File: src/rtl/draw_square.sv
// Pixel walker for one note square: latches a request and streams SIZE x SIZE
// pixel writes (row-major, one per clock) to the VGA adapter, clipping off-screen columns.
module draw_square #(
    parameter int         SIZE     = 4,
    parameter logic [6:0] ROW_Y    = 7'd56,
    parameter int         SCREEN_W = 160
) (
    input  logic       clock,
    input  logic       reset,
    input  logic       start,
    input  logic [7:0] square_x,
    input  logic [2:0] colour_in,
    output logic       ready,
    output logic [7:0] x,
    output logic [6:0] y,
    output logic [2:0] colour,
    output logic       plot,
    output logic       done
);

    localparam logic [1:0] S_IDLE = 2'd0;
    localparam logic [1:0] S_DRAW = 2'd1;
    localparam logic [1:0] S_DONE = 2'd2;
    localparam logic [3:0] LAST   = 4'(SIZE - 1);

    logic [1:0] state_q, state_d;
    logic [7:0] sx_q, sx_d;
    logic [3:0] col_q, col_d;
    logic [3:0] row_q, row_d;
    logic [7:0] x_q, x_d;
    logic [6:0] y_q, y_d;
    logic [2:0] colour_q, colour_d;
    logic       plot_q, plot_d;
    logic       done_q, done_d;
    logic [8:0] sum;

    // Column position kept 9 bits wide so x >= 256 never aliases back on screen.
    function automatic logic [8:0] pixel_x(input logic [7:0] base, input logic [3:0] c);
        return {1'b0, base} + {5'b0, c};
    endfunction

    function automatic logic on_screen(input logic [8:0] px);
        return px < 9'(SCREEN_W);
    endfunction

    // Counters always name the pixel currently presented on x/y.
    always_comb begin
        state_d  = state_q;
        sx_d     = sx_q;
        col_d    = col_q;
        row_d    = row_q;
        x_d      = x_q;
        y_d      = y_q;
        colour_d = colour_q;
        plot_d   = 1'b0;
        done_d   = 1'b0;
        sum      = 9'd0;
        case (state_q)
            S_IDLE: begin
                if (start) begin
                    state_d  = S_DRAW;
                    sx_d     = square_x;
                    colour_d = colour_in;
                    col_d    = 4'd0;
                    row_d    = 4'd0;
                    sum      = pixel_x(square_x, 4'd0);
                    x_d      = sum[7:0];
                    y_d      = ROW_Y;
                    plot_d   = on_screen(sum);
                end
            end
            S_DRAW: begin
                if (col_q == LAST && row_q == LAST) begin
                    state_d = S_DONE;
                    done_d  = 1'b1;
                end else begin
                    if (col_q == LAST) begin
                        col_d = 4'd0;
                        row_d = row_q + 4'd1;
                    end else begin
                        col_d = col_q + 4'd1;
                    end
                    sum    = pixel_x(sx_q, col_d);
                    x_d    = sum[7:0];
                    y_d    = ROW_Y + {3'b0, row_d};
                    plot_d = on_screen(sum);
                end
            end
            S_DONE:  state_d = S_IDLE;
            default: state_d = S_IDLE;
        endcase
    end

    always_ff @(posedge clock) begin
        if (reset) begin
            state_q  <= S_IDLE;
            sx_q     <= 8'd0;
            col_q    <= 4'd0;
            row_q    <= 4'd0;
            x_q      <= 8'd0;
            y_q      <= 7'd0;
            colour_q <= 3'd0;
            plot_q   <= 1'b0;
            done_q   <= 1'b0;
        end else begin
            state_q  <= state_d;
            sx_q     <= sx_d;
            col_q    <= col_d;
            row_q    <= row_d;
            x_q      <= x_d;
            y_q      <= y_d;
            colour_q <= colour_d;
            plot_q   <= plot_d;
            done_q   <= done_d;
        end
    end

    assign ready  = (state_q == S_IDLE);
    assign x      = x_q;
    assign y      = y_q;
    assign colour = colour_q;
    assign plot   = plot_q;
    assign done   = done_q;

endmodule
File: config.mk
export PLATFORM = sky130hd
export DESIGN_NAME = draw_square
export DESIGN_NICKNAME = d
export VERILOG_FILES = /design/src/rtl/draw_square.sv
export SDC_FILE = /design/constraint.sdc
export NUM_CORES = 1
export LEC_CHECK = 0
export BUFFER_PORTS_ARGS = -buffer_cell sky130_fd_sc_hd__buf_2
export CAP_MARGIN = 20
export CORE_ASPECT_RATIO = 1.5
export CORE_MARGIN = 3
export CORE_UTILIZATION = 39
export DETAILED_ROUTE_END_ITERATION = 12
export GPL_TIMING_DRIVEN = 0
export SLEW_MARGIN = 20
export SYNTH_ARGS = -nofsm -noshare
export SYNTH_HDL_FRONTEND = slang
export SYNTH_SLANG_ARGS = --single-unit
export TNS_END_PERCENT = 1
File: constraint.sdc
create_clock -name clock -period 2.05 [get_ports clock]
set_input_delay 0.3075 -clock clock [delete_from_list [all_inputs] [get_ports clock]]
set_output_delay 0.3075 -clock clock [all_outputs]
set_load 0.02 [all_outputs]
==> impl_results.md <==
- DR pass1 iterations: 4
- Vias per cell: ~5.2
- Core area: approximately 3800 sq um
- Fillers: roughly 390
- Hold Crit Class: in -> reg
- Clk pwr share: approximately a third
- Die area: ~4900 sq um
- Main area contributors after synthesis: dfxtp_1 40%, nand2_1 8.3%, a21oi_1 5.7%
- Sequential area share after synthesis: around two fifths
- Post-synthesis register bit count: 32
- Final Cycle Share: 110%
- Worst skew pair latency: slightly below 0.3 ns
- Number of global-route vias before repair: ~1,500
- Most used flip-flop cell after synthesis: dfxtp_1
- Switching part of the total: 28.7%
- Initial antenna violation count: 0
- YS warnings: 0
- Hold-fix buffers, CTS: 0
- Synth area leader: dfxtp_1
- Worst slew margin: between 60 and 70%
- Status: complete, but fails checks
- Slew @ Worst Pin: between 0.5 and 0.6 ns
- First-pass GRT wire length: 6780 um
- P&R area growth vs syn: 25.6%
- Leak Pwr: 0.861 nW
- Largest net degree at the start of global routing: 11
- Syn Area/Cell: a little over 8 sq um
- Pins over their slew limit: 0
- Syn Std Cell Area: 1590 sq um
- PwrDens: between 700 and 800 nW/um^2
- Critical path startpoint: col_q[0]$_SDFFE_PP0P_
- Final Hold Viols: 0
- RePlAce Congestion: 0.814
- H-tree depth: 2
- Count of final setup violators: 6
- IO Pins: 35
- Sequential share of power: a little under half
- R2r setup slk: -0.21 ns
- Total power draw: between 0.001 and 0.0015 W
- Area fraction of the dominant cell type after synthesis: between 40% and 50%
- Starting Density: 41.9%
- Worst-path maximum fanout: 3
- Cell Rows: 27
- Fraction of layout cells with a size suffix above 1: around 29%
- CTS root buf: clkbuf_8
- DR iter-0 viols: 31
- Worst Reg-to-Reg Cells: 11
- NetSw: 0.000419 W
- Syn_nets: around 210
- Synth async-reset ratio: 0%
- Post-synth EDFFs: 0
- Worst hold margin: 0.254 ns
- Worst Slack Setup Final: -0.214 ns
- Fin nets: 260
- Worst setup EP type: flop
- Die W: about 58 um
- Clk_skew: approximately 0.0027 ns
- HPWL after DPL: slightly below 3000 um
- Cell Int Power: 0.00104 W
- Clock buffer depth: 2
- Worst r2r dst: plot$_SDFF_PP0_
- WS Path Type: reg -> reg
- CTS tree: done
- Routed Antenna Nets: 0
- Post-route minimum period: between 2 and 2.5 ns
- Req. time, crit path: 2.22 ns
- Remaining global-route overflow: 0
- Peak VDD IR: about 530 uV
- Gr usage total: 18.0%
- Die Span Y: 84.1 um
- Max cap viols: 0
- Number of buffers created by CTS: 5
- Number of antenna cells inserted: 0
- DR vias: roughly 1,500
- Gate count after technology mapping: about 190
- Logic gate share of total power: between 10% and 20%
- Yosys cell types: 42
- Per-cell routed wire length: 14.2 um
- RSZ-0062 raised after global routing: true
- Count leader, synth: nand2_1
- Violated checks: setup timing
- I/O Buffers: 33
- Crit start category: flop
- F_max: between 0.4 and 0.5 GHz
- Reg-to-Reg Start: col_q[0]$_SDFFE_PP0P_
- Critical Path Sink: plot$_SDFF_PP0_
- Crit path DAT: 2.44 ns
- Reg clk slew, reported paths: 0.06 ns
- Most frequent cells after synthesis: 35 x nand2_1, 32 x dfxtp_1, 20 x nor2_1
- Clock sink count: 32
- Drt total wl: ~4000 um
- Residual DRC: 0
cells by family (layout without fill, tap and decap cells):
group / Yosys count / after routing / share of synthesized area (%)
buf+inv: 16 / 64 / 4.73
compound gates: 47 / 47 / 20.3
flops: 32 / 32 / 40.4
mux: 2 / 2 / 1.26
simple gates: 80 / 80 / 22.9
fa+ha+maj: 7 / 7 / 5.99
xor+xnor: 8 / 8 / 4.42
worst min-delay path by stage:
stage / startpoint / end / slack [ns] / cells after the start
3_5_place_dp: x[6]$_SDFFE_PP0P_ / x[6]$_SDFFE_PP0P_ / 0.45 / 2
5_1_grt: colour_in[2] / colour[2]$_SDFFE_PP0P_ / 0.28 / 3
4_1_cts: colour_in[1] / colour[1]$_SDFFE_PP0P_ / 0.25 / 3
3_3_place_gp: x[6]$_SDFFE_PP0P_ / x[6]$_SDFFE_PP0P_ / 0.44 / 2
6_report: colour_in[1] / colour[1]$_SDFFE_PP0P_ / 0.25 / 3
2_1_floorplan: sx_q[2]$_SDFFE_PP0P_ / sx_q[2]$_SDFFE_PP0P_ / 0.44 / 2
registers in the layout, summed over array words and instances, names as in the netlist, 2 cells and up:
signal,cells
colour,3
state_q,2
col_q,4
x,8
row_q,4
sx_q,8
power groups by stage:
stage	clock [W]	sequential [W]	combinational, W
detailed placement	0	0.000699	0.000264
finish	0.000502	0.000684	0.000274
floorplan	0	0.000725	0.000150
global route	0.000543	0.000689	0.000304
CTS	0.000522	0.000684	0.000277
global placement	0	0.000698	0.000262
worst max-delay path, cell delays in order (launching register included):
cell and delay, ns:
dfxtp_4 0.36, ha_4 0.16, nor3b_4 0.15, nor2_2 0.12
ha_2 0.22, inv_2 0.04, fa_2 0.35, nor2b_4 0.15
o31ai_2 0.08, xnor2_1 0.18, nor2_1 0.06, o311a_1 0.29
cell usage in the layout (no fill, tap or decap), types with 2 or more instances in the layout:
master	instances
a211oi_1	2
a21o_1	2
a21oi_1	18
a22oi_1	3
a311oi_1	2
buf_2	36
buf_4	10
clkbuf_1	7
clkbuf_8	6
dfxtp_1	29
dfxtp_2	2
ha_1	4
inv_1	4
mux2i_1	2
nand2_1	35
nand2b_1	2
nand3_1	5
nand4_1	2
nor2_1	19
nor2_2	2
nor2b_1	2
nor3_1	6
o211ai_1	3
o21ai_0	4
xnor2_1	5
xor2_1	3
layer usage:
layer | share of wire (%) | track usage, % | routed length, um
met2 | 50 | 31.1 | 2030
met3 | 4.0 | 5.26 | 161
met1 | 44 | 20.0 | 1780
met4 | 1.2 | 7.81 | 49
met5 | 0 | 0 | 0
final cells by class:
cell class | instances | area [sq um] | area share (%)
Buffer | 11 | 56.3 | 2.83
Multi-Input combinational cell | 144 | 908 | 45.6
Inverter | 5 | 18.8 | 0.942
Timing Repair Buffer | 40 | 218 | 10.9
Clock buffer | 8 | 90.1 | 4.52
Tap cell | 43 | 53.8 | 2.70
Sequential cell | 32 | 647 | 32.5
per-stage QoR:
stage | utilization, % | instances | setup TNS [ns] | area, sq um | setup slack [ns]
floorplan | - | 192 | -0.269 | 1610 | -0.178
global placement | 48.4 | 268 | -1.45 | 1830 | -0.367
detailed placement | 48.4 | 268 | -1.63 | 1830 | -0.395
CTS | 52.6 | 283 | -0.469 | 1990 | -0.204
global route | 52.6 | 283 | -1.33 | 1990 | -0.322
finish | 52.6 | 283 | -0.482 | 1990 | -0.214
what timing repair did:
action	CTS	global route
buffers inserted	7	0
gates cloned	0	0
setup endpoints to repair	8	7
pin swaps	9	1
resized for setup	6	0
Note: power is estimated with default switching activity, not from simulation.
